<file path="config.mk">
export PLATFORM = sky130hd
export DESIGN_NAME = alu_issue_ctrl_flat
export DESIGN_NICKNAME = d
export VERILOG_FILES = /design/src/rtl/alu_pkg.sv /design/src/rtl/alu_issue_ctrl_if.sv /design/src/rtl/alu_regfile.sv /design/src/rtl/alu_issue_ctrl.sv /design/src/flat_wrapper.sv
export SDC_FILE = /design/constraint.sdc
export NUM_CORES = 1
export LEC_CHECK = 0
export BUFFER_PORTS_ARGS = -buffer_cell sky130_fd_sc_hd__buf_2
export CORE_UTILIZATION = 47
export DETAILED_ROUTE_END_ITERATION = 7
export MAX_ROUTING_LAYER = met4
export PLACE_DENSITY = 0.71
export SLEW_MARGIN = 20
export SYNTH_ARGS = -nofsm -noshare
export SYNTH_HDL_FRONTEND = slang
export SYNTH_SLANG_ARGS = --single-unit
</file>
<file path="constraint.sdc">
create_clock -name CLK -period 4.2 [get_ports CLK]
set_input_delay 0.84 -clock CLK [delete_from_list [all_inputs] [get_ports CLK]]
set_output_delay 0.84 -clock CLK [all_outputs]
set_load 0.01 [all_outputs]
</file>
<file path="src/rtl/alu_pkg.sv">
// Shared definitions for the ALU issue/writeback controller: sizes,
// opcode map, FSM encoding and the compare-op classifier.
package alu_pkg;

  localparam int NUM_REGS = 8;  // register-file depth
  localparam int ADDR_W   = 3;  // log2(NUM_REGS)
  localparam int DATA_W   = 8;  // must match the ALU width
  localparam int OP_W     = 4;  // ALU opcode width

  localparam logic [OP_W-1:0] OP_ADD  = 4'h0;
  localparam logic [OP_W-1:0] OP_SUB  = 4'h1;
  localparam logic [OP_W-1:0] OP_MUL  = 4'h2;
  localparam logic [OP_W-1:0] OP_SHL  = 4'h3;
  localparam logic [OP_W-1:0] OP_SHR  = 4'h4;
  localparam logic [OP_W-1:0] OP_INCA = 4'h5;
  localparam logic [OP_W-1:0] OP_INCB = 4'h6;
  localparam logic [OP_W-1:0] OP_DECA = 4'h7;
  localparam logic [OP_W-1:0] OP_DECB = 4'h8;
  localparam logic [OP_W-1:0] OP_EQ   = 4'h9;
  localparam logic [OP_W-1:0] OP_GT   = 4'hA;
  localparam logic [OP_W-1:0] OP_LT   = 4'hB;

  // IDLE accepts, EXEC lets the ALU register, CAPT writes back.
  typedef enum logic [1:0] {
    S_IDLE = 2'd0,
    S_EXEC = 2'd1,
    S_CAPT = 2'd2
  } state_t;

  // Compare ops return a boolean in bit 0 that FLAG_TRUE reports.
  function automatic logic is_compare(input logic [OP_W-1:0] op);
    return (op == OP_EQ) || (op == OP_GT) || (op == OP_LT);
  endfunction

endpackage

</file>
<file path="src/rtl/alu_issue_ctrl_if.sv">
// Command channel (valid/ready plus operand selection) into the issue controller.
interface alu_issue_ctrl_if;
  import alu_pkg::*;

  logic              CMD_VALID;
  logic              CMD_READY;
  logic [OP_W-1:0]   CMD_OP;
  logic [ADDR_W-1:0] CMD_DST;
  logic [ADDR_W-1:0] CMD_SRCA;
  logic [ADDR_W-1:0] CMD_SRCB;
  logic              CMD_IMM_EN;
  logic [DATA_W-1:0] CMD_IMM;

  modport master (
    output CMD_VALID, CMD_OP, CMD_DST, CMD_SRCA, CMD_SRCB, CMD_IMM_EN, CMD_IMM,
    input  CMD_READY
  );

  modport slave (
    input  CMD_VALID, CMD_OP, CMD_DST, CMD_SRCA, CMD_SRCB, CMD_IMM_EN, CMD_IMM,
    output CMD_READY
  );

endinterface

</file>
<file path="src/rtl/alu_regfile.sv">
// 8x8 flop register file: three combinational read ports (A, B, host) and
// two write ports where the ALU writeback overrides a host load to the same entry.
module alu_regfile
  import alu_pkg::*;
(
  input  logic              clk,
  input  logic              rst_n,
  input  logic              wb_en,
  input  logic [ADDR_W-1:0] wb_addr,
  input  logic [DATA_W-1:0] wb_data,
  input  logic              ld_en,
  input  logic [ADDR_W-1:0] ld_addr,
  input  logic [DATA_W-1:0] ld_data,
  input  logic [ADDR_W-1:0] rd_a_addr,
  input  logic [ADDR_W-1:0] rd_b_addr,
  input  logic [ADDR_W-1:0] rd_h_addr,
  output logic [DATA_W-1:0] rd_a_data,
  output logic [DATA_W-1:0] rd_b_data,
  output logic [DATA_W-1:0] rd_h_data
);

  logic [NUM_REGS-1:0][DATA_W-1:0] regs_all;

  generate
    for (genvar gi = 0; gi < NUM_REGS; gi++) begin : g_reg
      logic [DATA_W-1:0] reg_q;
      logic [DATA_W-1:0] reg_d;

      // Writeback has priority; a colliding load is simply dropped.
      always_comb begin
        reg_d = reg_q;
        if (wb_en && (wb_addr == ADDR_W'(gi))) begin
          reg_d = wb_data;
        end else if (ld_en && (ld_addr == ADDR_W'(gi))) begin
          reg_d = ld_data;
        end
      end

      // Register storage, cleared by reset.
      always_ff @(posedge clk or negedge rst_n) begin
        if (!rst_n) reg_q <= '0;
        else        reg_q <= reg_d;
      end

      assign regs_all[gi] = reg_q;
    end
  endgenerate

  // Reads show the pre-edge contents; no write bypass.
  assign rd_a_data = regs_all[rd_a_addr];
  assign rd_b_data = regs_all[rd_b_addr];
  assign rd_h_data = regs_all[rd_h_addr];

endmodule

</file>
<file path="src/rtl/alu_issue_ctrl.sv">
// Operand-issue and writeback controller for the 8-bit registered ALU.
// Accept -> EXEC -> CAPT -> writeback, DONE visible three cycles after accept.
module alu_issue_ctrl
  import alu_pkg::*;
(
  input  logic              CLK,
  input  logic              RESET,
  alu_issue_ctrl_if.slave   cmd,
  output logic [DATA_W-1:0] ALU_A,
  output logic [DATA_W-1:0] ALU_B,
  output logic [OP_W-1:0]   ALU_OP,
  input  logic [DATA_W-1:0] ALU_RESULT,
  input  logic              LOAD_EN,
  input  logic [ADDR_W-1:0] LOAD_ADDR,
  input  logic [DATA_W-1:0] LOAD_DATA,
  input  logic [ADDR_W-1:0] RD_ADDR,
  output logic [DATA_W-1:0] RD_DATA,
  output logic              BUSY,
  output logic              DONE,
  output logic [DATA_W-1:0] DONE_RESULT,
  output logic              FLAG_ZERO,
  output logic              FLAG_TRUE
);

  state_t            state_q, state_d;
  logic [DATA_W-1:0] alu_a_q, alu_a_d;
  logic [DATA_W-1:0] alu_b_q, alu_b_d;
  logic [OP_W-1:0]   alu_op_q, alu_op_d;
  logic [ADDR_W-1:0] dst_q, dst_d;
  logic              cmp_q, cmp_d;
  logic              done_q, done_d;
  logic [DATA_W-1:0] done_result_q, done_result_d;
  logic              flag_zero_q, flag_zero_d;
  logic              flag_true_q, flag_true_d;

  logic              cmd_ready;
  logic              busy;
  logic              accept;
  logic              wb_en;
  logic [DATA_W-1:0] rf_a, rf_b;
  logic [DATA_W-1:0] opnd_a, opnd_b;

  alu_regfile u_regfile (
    .clk       (CLK),
    .rst_n     (RESET),
    .wb_en     (wb_en),
    .wb_addr   (dst_q),
    .wb_data   (ALU_RESULT),
    .ld_en     (LOAD_EN),
    .ld_addr   (LOAD_ADDR),
    .ld_data   (LOAD_DATA),
    .rd_a_addr (cmd.CMD_SRCA),
    .rd_b_addr (cmd.CMD_SRCB),
    .rd_h_addr (RD_ADDR),
    .rd_a_data (rf_a),
    .rd_b_data (rf_b),
    .rd_h_data (RD_DATA)
  );

  assign accept = cmd.CMD_VALID && cmd_ready;
  assign wb_en  = (state_q == S_CAPT);

  // Operand selection, forwarding a same-cycle host load to the sources.
  always_comb begin
    opnd_a = (LOAD_EN && (LOAD_ADDR == cmd.CMD_SRCA)) ? LOAD_DATA : rf_a;
    if (cmd.CMD_IMM_EN)                            opnd_b = cmd.CMD_IMM;
    else if (LOAD_EN && (LOAD_ADDR == cmd.CMD_SRCB)) opnd_b = LOAD_DATA;
    else                                            opnd_b = rf_b;
  end

  // FSM state register.
  always_ff @(posedge CLK or negedge RESET) begin
    if (!RESET) state_q <= S_IDLE;
    else        state_q <= state_d;
  end

  // FSM next-state: fixed three-cycle walk once a command is accepted.
  always_comb begin
    state_d = state_q;
    case (state_q)
      S_IDLE:  if (accept) state_d = S_EXEC;
      S_EXEC:  state_d = S_CAPT;
      S_CAPT:  state_d = S_IDLE;
      default: state_d = S_IDLE;
    endcase
  end

  // FSM outputs: only IDLE accepts commands.
  always_comb begin
    cmd_ready = 1'b0;
    busy      = 1'b1;
    if (state_q == S_IDLE) begin
      cmd_ready = 1'b1;
      busy      = 1'b0;
    end
  end

  // Datapath next values: latch operands on accept, capture result in CAPT.
  always_comb begin
    alu_a_d       = alu_a_q;
    alu_b_d       = alu_b_q;
    alu_op_d      = alu_op_q;
    dst_d         = dst_q;
    cmp_d         = cmp_q;
    done_d        = 1'b0;
    done_result_d = done_result_q;
    flag_zero_d   = flag_zero_q;
    flag_true_d   = flag_true_q;
    if (accept) begin
      alu_a_d  = opnd_a;
      alu_b_d  = opnd_b;
      alu_op_d = cmd.CMD_OP;
      dst_d    = cmd.CMD_DST;
      cmp_d    = is_compare(cmd.CMD_OP);
    end
    if (state_q == S_CAPT) begin
      done_d        = 1'b1;
      done_result_d = ALU_RESULT;
      flag_zero_d   = (ALU_RESULT == '0);
      flag_true_d   = cmp_q ? ALU_RESULT[0] : 1'b0;
    end
  end

  // Datapath registers; reset aborts any in-flight command.
  always_ff @(posedge CLK or negedge RESET) begin
    if (!RESET) begin
      alu_a_q       <= '0;
      alu_b_q       <= '0;
      alu_op_q      <= '0;
      dst_q         <= '0;
      cmp_q         <= 1'b0;
      done_q        <= 1'b0;
      done_result_q <= '0;
      flag_zero_q   <= 1'b0;
      flag_true_q   <= 1'b0;
    end else begin
      alu_a_q       <= alu_a_d;
      alu_b_q       <= alu_b_d;
      alu_op_q      <= alu_op_d;
      dst_q         <= dst_d;
      cmp_q         <= cmp_d;
      done_q        <= done_d;
      done_result_q <= done_result_d;
      flag_zero_q   <= flag_zero_d;
      flag_true_q   <= flag_true_d;
    end
  end

  assign cmd.CMD_READY = cmd_ready;
  assign BUSY          = busy;
  assign ALU_A         = alu_a_q;
  assign ALU_B         = alu_b_q;
  assign ALU_OP        = alu_op_q;
  assign DONE          = done_q;
  assign DONE_RESULT   = done_result_q;
  assign FLAG_ZERO     = flag_zero_q;
  assign FLAG_TRUE     = flag_true_q;

endmodule
</file>
<file path="src/flat_wrapper.sv">
// flat-port wrapper written by rule: the top's interface ports become plain ports
module alu_issue_ctrl_flat import alu_pkg::*;
  (CLK, RESET, ALU_A, ALU_B, ALU_OP, ALU_RESULT, LOAD_EN, LOAD_ADDR, LOAD_DATA, RD_ADDR, RD_DATA, BUSY, DONE, DONE_RESULT, FLAG_ZERO, FLAG_TRUE, cmd_CMD_VALID, cmd_CMD_OP, cmd_CMD_DST, cmd_CMD_SRCA, cmd_CMD_SRCB, cmd_CMD_IMM_EN, cmd_CMD_IMM, cmd_CMD_READY);
  alu_issue_ctrl_if cmd_i ();
  input  logic CLK;
  input  logic RESET;
  output logic [DATA_W-1:0] ALU_A;
  output logic [DATA_W-1:0] ALU_B;
  output logic [OP_W-1:0] ALU_OP;
  input  logic [DATA_W-1:0] ALU_RESULT;
  input  logic LOAD_EN;
  input  logic [ADDR_W-1:0] LOAD_ADDR;
  input  logic [DATA_W-1:0] LOAD_DATA;
  input  logic [ADDR_W-1:0] RD_ADDR;
  output logic [DATA_W-1:0] RD_DATA;
  output logic BUSY;
  output logic DONE;
  output logic [DATA_W-1:0] DONE_RESULT;
  output logic FLAG_ZERO;
  output logic FLAG_TRUE;
  input wire logic [$bits(cmd_i.CMD_VALID)-1:0] cmd_CMD_VALID;
  input wire logic [$bits(cmd_i.CMD_OP)-1:0] cmd_CMD_OP;
  input wire logic [$bits(cmd_i.CMD_DST)-1:0] cmd_CMD_DST;
  input wire logic [$bits(cmd_i.CMD_SRCA)-1:0] cmd_CMD_SRCA;
  input wire logic [$bits(cmd_i.CMD_SRCB)-1:0] cmd_CMD_SRCB;
  input wire logic [$bits(cmd_i.CMD_IMM_EN)-1:0] cmd_CMD_IMM_EN;
  input wire logic [$bits(cmd_i.CMD_IMM)-1:0] cmd_CMD_IMM;
  output wire logic [$bits(cmd_i.CMD_READY)-1:0] cmd_CMD_READY;
  assign cmd_i.CMD_VALID = cmd_CMD_VALID;
  assign cmd_i.CMD_OP = cmd_CMD_OP;
  assign cmd_i.CMD_DST = cmd_CMD_DST;
  assign cmd_i.CMD_SRCA = cmd_CMD_SRCA;
  assign cmd_i.CMD_SRCB = cmd_CMD_SRCB;
  assign cmd_i.CMD_IMM_EN = cmd_CMD_IMM_EN;
  assign cmd_i.CMD_IMM = cmd_CMD_IMM;
  assign cmd_CMD_READY = cmd_i.CMD_READY;
  alu_issue_ctrl u_core (.CLK(CLK), .RESET(RESET), .cmd(cmd_i), .ALU_A(ALU_A), .ALU_B(ALU_B), .ALU_OP(ALU_OP), .ALU_RESULT(ALU_RESULT), .LOAD_EN(LOAD_EN), .LOAD_ADDR(LOAD_ADDR), .LOAD_DATA(LOAD_DATA), .RD_ADDR(RD_ADDR), .RD_DATA(RD_DATA), .BUSY(BUSY), .DONE(DONE), .DONE_RESULT(DONE_RESULT), .FLAG_ZERO(FLAG_ZERO), .FLAG_TRUE(FLAG_TRUE));
endmodule
</file>
==> impl_metrics.env, run 1 <==
export IMPL_outcome="finished clean"
export IMPL_yosysWarnings=0
export IMPL_fin_tns_setup_ps=0
export IMPL_finalMaxSlewViolations=0
export IMPL_rows=42
export IMPL_dieArea_mm2=0.0139
export IMPL_ctsResizeCount=0
export IMPL_max_slew_margin_rel_pct=24.2
export IMPL_layout_area_overhead_vs_synth_pct=11.8
export IMPL_nNetsFinal=695
export IMPL_r2r_cells=4
export IMPL_cp_start_kind="input pin"
export IMPL_cts_tree="done"
export IMPL_cts_hold_buf=0
export IMPL_final_antenna_net_count=0
export IMPL_vias=5248
export IMPL_core_mm2=0.0132
export IMPL_io_buffers=88
export IMPL_dr_pass1_iters=6
export IMPL_n_fill_cell=1147
export IMPL_fmax_mhz=314
export IMPL_worstSetupEndpointType="output pin"
export IMPL_io_pins=89
export IMPL_min_path_type="in2async"
export IMPL_worst_path_max_fanout=16
export IMPL_synth_edf_count=0
export IMPL_dieHeight_um=118
export IMPL_fin_crit_sh_pct=75.8
export IMPL_synthesis_nets=652
export IMPL_die_width_um=118
export IMPL_ys_async_sr_fraction_pct=100
export IMPL_grt_max_degree=50
export IMPL_hold_slack_ps=380
export IMPL_antenna_cells=0
export IMPL_rsz0062_at_grt="no"
export IMPL_grt_pass1_wl_um=29000
export IMPL_wl_per_cell_um=22.0
export IMPL_synth_area_top_cells="dfrtp_1 (40%), mux2i_1 (16%), mux4_2 (9.6%)"
export IMPL_yosys_register_bits=101
export IMPL_gp_congestion=0.881
export IMPL_crit_type="in2out"
export IMPL_post_cts_buffers=0
export IMPL_powerDensity_mw_per_mm2=564
export IMPL_leakage_nw=3.22
export IMPL_required_ps=3360
export IMPL_cts_root_buffer="clkbuf_16"
export IMPL_insertion_delay_ps=360
export IMPL_initial_utilization_pct=47.9
export IMPL_yosysSeqAreaShare_pct=40.0
export IMPL_grt_pass1_vias=5206
export IMPL_finalSetupViolations=0
export IMPL_irDropWorstVdd_mv=0.365
export IMPL_synth_cell_type_count=42
export IMPL_netlist_instances=604
export IMPL_fin_skew_ps=7.34
export IMPL_netlist_area_mm2=0.00632
export IMPL_hold_viol=0
export IMPL_fin_crit_ps=3180
export IMPL_drc_errors=0
export IMPL_clkSlewWorstSetupHoldPaths_ps=70
export IMPL_vias_per_cell=6.34
export IMPL_grtUsageTotal_pct=28.4
export IMPL_hpwl_um=12300
export IMPL_drtIter0Drc=423
export IMPL_synthFlopType="dfrtp_1"
export IMPL_drive_gt1_share_pct=24.8
export IMPL_worst_pin_slew_ps=1130
export IMPL_antenna_found_initial=0
export IMPL_netlist_area_leader_share_pct=40.0
export IMPL_clockBufferDepth=2
export IMPL_cts_sinks=101
export IMPL_overflow=0
export IMPL_cp_arrival_ps=2340
export IMPL_syn_area_per_cell_um2=10.5
export IMPL_numCtsBuffers=9
export IMPL_htree_num_levels=3
export IMPL_maxCapViolCount=0
export IMPL_yosysTopAreaCell="dfrtp_1"
export IMPL_wl_um=18300
sequential cells by signal, summed over array words and instances (netlist names):
name and count:
u_core.u_regfile.g.reg_q 64, u_core.ALU_A 8, u_core.ALU_B 8, u_core.DONE_RESULT 8
u_core.ALU_OP 4, u_core.dst_q 3, u_core.state_q 2, u_core.DONE 1
u_core.FLAG_TRUE 1, u_core.FLAG_ZERO 1, u_core.cmp_q 1
cells in the final DEF (no fill, tap or decap), types with 2 or more instances in the layout:
cell type   Yosys  final
dfrtp_1       101    101
mux2i_1        99     99
buf_2          19     87
nand2_1        68     68
o21ai_0        43     43
a21oi_1        43     43
nor2_1         40     39
mux4_2         27     27
mux2_2         17     17
a22oi_1        16     16
buf_4           0     10
clkbuf_16       0      9
o211a_1         8      8
and3_1          8      8
a221oi_1        8      8
o31ai_1         8      8
o22ai_1         7      7
inv_1           6      6
xnor2_1         6      6
mux4_1          5      5
nor2b_1         3      3
nand4b_1        3      3
clkinvlp_4      0      3
nand4_1         2      2
or4b_1          2      2
nor3b_1         2      2
nor4_1          2      2
cell type report:
type | count | area [um^2] | area share [%]
clock inverters | 5 | 36.3 | 0.514
repair buffers | 97 | 510 | 7.23
clock buffers | 11 | 243 | 3.44
multi-input cells | 432 | 3500 | 49.6
well taps | 176 | 220 | 3.12
inverters | 6 | 22.5 | 0.319
flip-flops and latches | 101 | 2530 | 35.8
worst max-delay path, cell delays in order:
cell	delay (ps)
buf_2	480
mux4_2	590
mux2_2	290
buf_2	140
power breakdown:
group	total, mW	internal, mW	switching, mW
logic	1.41	0.758	0.655
registers	1.78	1.37	0.404
clock network	0.795	0.418	0.377
logic make-up (layout without fill, tap and decap cells):
| logic type | count (synthesis) | after routing | share of synthesized area (%) |
|---|---|---|---|
| AND/OR/NAND/NOR | 142 | 142 | 10.4 |
| XOR/XNOR | 6 | 6 | 0.831 |
| buffers and inverters | 71 | 119 | 5.19 |
| flip-flops | 101 | 101 | 40.0 |
| multiplexers | 148 | 148 | 30.4 |
| AO/OA/AOI/OAI | 136 | 136 | 13.2 |
metal layers:
layer / global-route usage, % / share of wire (%) / vias up
li1: - / - / 2318
met3: 5.57 / 8.6 / 35
met4: 11.9 / 2.9 / 0
met5: - / 0 / -
met1: 37.5 / 42 / 2595
met2: 42.8 / 47 / 300
through the flow:
stage / total power [mW] / std cells / cell area (um^2) / setup WS [ps] / util, %
6_report: 3.99 / 828 / 7060 / 1020 / 53.6
3_5_place_dp: 3.18 / 812 / 6780 / 993 / 51.4
4_1_cts: 3.98 / 828 / 7060 / 995 / 53.5
5_1_grt: 4.22 / 828 / 7060 / 913 / 53.6
2_1_floorplan: 2.67 / 604 / 6320 / 1190 / -
3_3_place_gp: 3.09 / 812 / 6780 / 1030 / 51.4
cells in the mapped netlist, drive strengths merged (2+ instances only):
library cell and instances:
nor2 40, nand4b 3, or4b 2, o21ai 43, o22ai 7, inv 6, nor3 2, clkbuf 32
xnor2 6, a21oi 43, buf 33, a22oi 16, nand4 2, nor3b 2, o31ai 8, nor2b 3
nor4 2, o211a 8, dfrtp 101, nand2 68, mux2 17, mux4 32, and3 8, mux2i 99
nor4bb 2, a221oi 8
worst paths after layout:
check | start | endpoint | slack [ps]
max in group asynchronous | RESET | u_core.u_regfile.g_reg[2].reg_q[2] | 2880
max reg2reg | u_core.state_q[0] | u_core.u_regfile.g_reg[1].reg_q[2] | 1880
min in group CLK | u_core.cmp_q | u_core.cmp_q | 470
min reg2reg | u_core.cmp_q | u_core.cmp_q | 470
min | RESET | u_core.ALU_B[6] | 380
max | RD_ADDR[0] | RD_DATA[6] | 1020
(Power assumes the default switching activity.)
==> run 2: changes to the inputs <==
clock period = 3 ns   (was 4.2 ns; I/O delays follow)
==> run 2 against run 1 <==
Net effect: utilization rose by 0.66 points; setup slack got worse by 490 ps; global-route usage barely moved; combinational power rose by 40%; power rose by 40%; first-iteration DRC count rose by 38%; die area did not move; sequential power rose by 39%; worst hold slack got worse by 41 ps; routed wire length rose by 0.36%; sequential share of layout area fell by 0.44 points; largest power group unchanged; highest routed layer unchanged.
==> impl_metrics.env, run 2 (synthesis gave the netlist of run 1 again) <==
export IMPL_fin_crit_sh_pct=82.4
export IMPL_crit_type="in2out"
export IMPL_die_width_um=118
export IMPL_cts_tree="done"
export IMPL_dieHeight_um=118
export IMPL_finalSetupViolations=0
export IMPL_top_layer_used="met4"
export IMPL_largest_reg_flops=64
export IMPL_place_ws_ps=527
export IMPL_insertion_delay_ps=360
export IMPL_cts_hold_buf=0
export IMPL_finalMaxSlewViolations=0
export IMPL_cp_start_kind="input pin"
export IMPL_io_buffers=88
export IMPL_fin_skew_ps=9.51
export IMPL_leakage_nw=3.28
export IMPL_wl_per_cell_um=21.8
export IMPL_htree_num_levels=3
export IMPL_regToRegEndpoint="u_core.u_regfile.g_reg[2].reg_q[3]"
export IMPL_wl_met1_um=7780
export IMPL_grt_pass1_vias=5097
export IMPL_min_path_type="in2async"
export IMPL_fin_crit_ps=2470
export IMPL_hpwl_um=12400
export IMPL_cts_sinks=101
export IMPL_rsz0062_at_grt="no"
export IMPL_io_pins=89
export IMPL_gp_congestion=0.876
export IMPL_layout_cells_most_common_list="dfrtp_1 (101), mux2i_1 (99), buf_2 (87), nand2_1 (68)"
export IMPL_dr_pass1_iters=5
export IMPL_numCtsBuffers=9
export IMPL_irDropWorstVdd_mv=0.357
export IMPL_max_slew_margin_rel_pct=25.3
export IMPL_initial_utilization_pct=47.9
export IMPL_fmax_mhz=404
export IMPL_largest_register="u_core.u_regfile.g.reg_q"
export IMPL_fin_ws_ps=527
export IMPL_worst_pin_slew_ps=1120
export IMPL_fin_tns_setup_ps=0
export IMPL_layout_area_overhead_vs_synth_pct=13.1
export IMPL_r2r_cells=4
export IMPL_grt_pass1_wl_um=28700
export IMPL_wl_um=18300
export IMPL_drtIter0Drc=585
export IMPL_antenna_cells=0
export IMPL_powerDensity_mw_per_mm2=781
export IMPL_worstReg2RegStart="u_core.state_q[0]"
export IMPL_layout_commonest_cell="dfrtp_1"
export IMPL_cp_arrival_ps=1870
export IMPL_antenna_found_initial=0
export IMPL_vias=5259
export IMPL_final_antenna_net_count=0
export IMPL_nNetsFinal=707
export IMPL_rrSetupSlack_ps=710
export IMPL_maxCapViolCount=0
export IMPL_wl_met3_um=1320
export IMPL_ctsResizeCount=0
export IMPL_core_mm2=0.0132
export IMPL_wl_met2_um=8640
export IMPL_dieArea_mm2=0.0139
export IMPL_vias_per_cell=6.26
export IMPL_post_cts_buffers=0
export IMPL_drive_gt1_share_pct=26.2
export IMPL_drc_errors=0
export IMPL_overflow=0
export IMPL_clkSlewWorstSetupHoldPaths_ps=70
export IMPL_grtUsageTotal_pct=28.3
export IMPL_cts_root_buffer="clkbuf_16"
export IMPL_required_ps=2400
export IMPL_worstSetupEndpointType="output pin"
export IMPL_outcome="finished clean"
export IMPL_worst_path_max_fanout=16
export IMPL_clockBufferDepth=2
export IMPL_grt_max_degree=70
export IMPL_rows=42
export IMPL_hold_viol=0
-- run 2: changes by cell type in the layout (fill, tap and decap cells not counted), sizes merged --
cell / change
buf: +12
clkbuf: -2
clkinv: +2
clkinvlp: -2
inv: +2
-- run 2: layout make-up --
cell class | instances | area (um^2)
Clock buffer | 9 | 225
Timing Repair Buffer | 109 | 613
Multi-Input combinational cell | 432 | 3480
Clock inverter | 7 | 58.8
Fill cell | 1138 | 6040
Inverter | 6 | 22.5
Tap cell | 176 | 220
Sequential cell | 101 | 2530
-- run 2: worst max path at each step --
stage	startpoint	to	slack, ps	cells after the start
after global routing	RD_ADDR[0]	RD_DATA[5]	480	5
after CTS	RD_ADDR[0]	RD_DATA[5]	530	5
after detailed placement	RD_ADDR[0]	RD_DATA[5]	530	5
after global placement	RD_ADDR[0]	RD_DATA[3]	570	5
after floorplan	RD_ADDR[0]	RD_DATA[0]	470	4
final	RD_ADDR[0]	RD_DATA[5]	530	5
-- run 2: worst max-delay path: stages --
cell    delay (ps)
buf_2          100
buf_12         180
mux4_2         530
mux2_2         300
buf_2          140
-- run 2: metal layers --
metal / vias up / track usage (%)
met5: - / -
met4: 0 / 13.4
met3: 44 / 3.29
met2: 283 / 42.8
met1: 2593 / 38.3
li1: 2339 / -
-- run 2: per-stage QoR --
step | utilization (%) | power [mW] | cells | area [um^2] | hold WS, ps
after global placement | 52.1 | 4.32 | 824 | 6870 | 459
after detailed placement | 52.1 | 4.45 | 824 | 6870 | 457
after floorplan | - | 3.74 | 604 | 6320 | 304
final | 54.2 | 5.58 | 840 | 7150 | 339
after global routing | 54.2 | 5.92 | 840 | 7150 | 445
after CTS | 54.2 | 5.58 | 840 | 7150 | 401
-- run 2: power by group --
part | internal, mW | switching (mW) | total (mW)
clock network | 0.574 | 0.551 | 1.13
registers | 1.92 | 0.555 | 2.48
logic | 1.07 | 0.910 | 1.98
total | 3.57 | 2.02 | 5.58
==> run 3: changes to the inputs <==
clock period = 2.45 ns   (was 3 ns; I/O delays follow)
==> run 3 against run 2 <==
Net effect: setup slack got worse by 350 ps; via count increased by 0.57%; routed wire length increased by 1.2%; flip-flop and latch count unchanged; utilization increased by 0.75 points; critical path depth unchanged; final cell count increased by 0.71%; count of clock-buffer cells in the layout increased by 6; clock skew decreased by 1.5 ps; critical endpoint is now RD_DATA[4]; largest cell class unchanged.
==> impl_metrics.env, run 3 (synthesis gave the netlist of run 1 again) <==
export IMPL_outcome="finished clean"
export IMPL_vias_per_cell=6.25
export IMPL_drive_gt1_share_pct=26.1
export IMPL_hpwl_um=12700
export IMPL_fin_area_mm2=0.00725
export IMPL_grt_max_degree=61
export IMPL_crit_chain="buf_2 -> buf_12 -> mux4_2 -> mux2_2 -> buf_2"
export IMPL_overflow=0
export IMPL_fin_tns_setup_ps=0
export IMPL_numCtsBuffers=9
export IMPL_dieHeight_um=118
export IMPL_rsz0062_at_grt="no"
export IMPL_worst_path_max_fanout=8
export IMPL_insertion_delay_ps=350
export IMPL_finalSetupViolations=0
export IMPL_min_path_type="in2async"
export IMPL_leakage_nw=3.33
export IMPL_final_antenna_net_count=0
export IMPL_clockBufferDepth=2
export IMPL_nNetsFinal=713
export IMPL_required_ps=1960
export IMPL_grtUsageTotal_pct=28.0
export IMPL_powerDensity_mw_per_mm2=952
export IMPL_drtIter0Drc=409
export IMPL_maxCapViolCount=0
export IMPL_layout_cells_most_common_list="dfrtp_1 (101), mux2i_1 (99), buf_2 (87), nand2_1 (68)"
export IMPL_ctsResizeCount=0
export IMPL_vias=5289
export IMPL_cts_root_buffer="clkbuf_16"
export IMPL_drc_errors=0
export IMPL_fin_crit_ps=2280
export IMPL_cts_hold_buf=0
export IMPL_worstSetupEndpointType="output pin"
export IMPL_worst_pin_slew_ps=793
export IMPL_cts_sinks=101
export IMPL_cp_start_kind="input pin"
export IMPL_htree_num_levels=3
export IMPL_grt_pass1_vias=5020
export IMPL_largest_register="u_core.u_regfile.g.reg_q"
export IMPL_final_cells=846
export IMPL_hold_slack_ps=15.8
export IMPL_wl_per_cell_um=21.9
export IMPL_irDropWorstVdd_mv=0.575
export IMPL_power_mw=6.91
export IMPL_post_cts_buffers=0
export IMPL_dpl_cell_count=830
export IMPL_grt_pass1_wl_um=28500
export IMPL_seq_area_mm2=0.00253
export IMPL_place_area_mm2=0.00696
export IMPL_cts_tree="done"
export IMPL_fin_skew_ps=8.02
export IMPL_hold_viol=0
export IMPL_io_buffers=88
export IMPL_multiInputGateArea_mm2=0.00348
export IMPL_n_fill_cell=1173
export IMPL_cp_common_cell="buf_2"
export IMPL_rows=42
export IMPL_die_width_um=118
export IMPL_cp_arrival_ps=1790
export IMPL_dr_pass1_iters=5
export IMPL_fin_crit_sh_pct=93.0
export IMPL_dieArea_mm2=0.0139
export IMPL_max_slew_margin_rel_pct=47.1
export IMPL_antenna_found_initial=0
export IMPL_crit_type="in2out"
export IMPL_finalMaxSlewViolations=0
export IMPL_layout_commonest_cell="dfrtp_1"
export IMPL_largest_reg_flops=64
export IMPL_layout_area_overhead_vs_synth_pct=14.7
export IMPL_gp_congestion=0.942
export IMPL_crit_slowest_cell="mux4_2"
export IMPL_wl_um=18500
export IMPL_initial_utilization_pct=47.9
export IMPL_antenna_cells=0
export IMPL_core_mm2=0.0132
export IMPL_clkSlewWorstSetupHoldPaths_ps=70
export IMPL_io_pins=89
export IMPL_max_stage_delay_ps=510
export IMPL_fmax_mhz=439
==> run 3: cell type report <==
class                   count  share of cell area, %
clock buffers              15                   3.55
clock inverters             1                  0.414
inverters                   6                  0.311
multi-input cells         432                   48.1
flip-flops and latches    101                   34.9
well taps                 176                   3.04
repair buffers            115                   9.77
==> run 3: worst max-delay path, delay by kind of cell <==
family	cells	cell delay, ps
buf+inv	3	500
mux	2	800
==> run 3: worst paths after layout <==
check	start	to	slack, ps	cells past startpoint
max reg2reg	u_core.state_q[1]	u_core.ALU_B[4]	440	5
max	RD_ADDR[0]	RD_DATA[4]	170	5
max in group asynchronous	RESET	u_core.dst_q[1]	1810	2
min	RESET	u_core.ALU_B[3]	20	1
min in group CLK	cmd_CMD_DST[1]	u_core.dst_q[1]	340	3
min reg2reg	u_core.cmp_q	u_core.cmp_q	470	2
==> run 3: report_power, final <==
group,total (mW),internal (mW),switching (mW),leakage (nW)
Combinational,2.45,1.33,1.12,2.00
Clock,1.41,0.823,0.588,0.138
Sequential,3.04,2.36,0.687,1.19
Total,6.91,4.51,2.40,3.33
==> run 3: metal layers <==
layer	share of wire (%)	GRT usage, %
met1	42	37.3
met2	46	42.6
met3	9.1	5.86
met4	3.2	9.46
met5	0	-
==> run 3: stage by stage <==
| stage | utilization (%) | setup WS [ps] |
|---|---|---|
| floorplan | - | 135 |
| global placement | 52.8 | 181 |
| detailed placement | 52.8 | 162 |
| CTS | 55.0 | 162 |
| global route | 55.0 | 126 |
| finish | 55.0 | 172 |
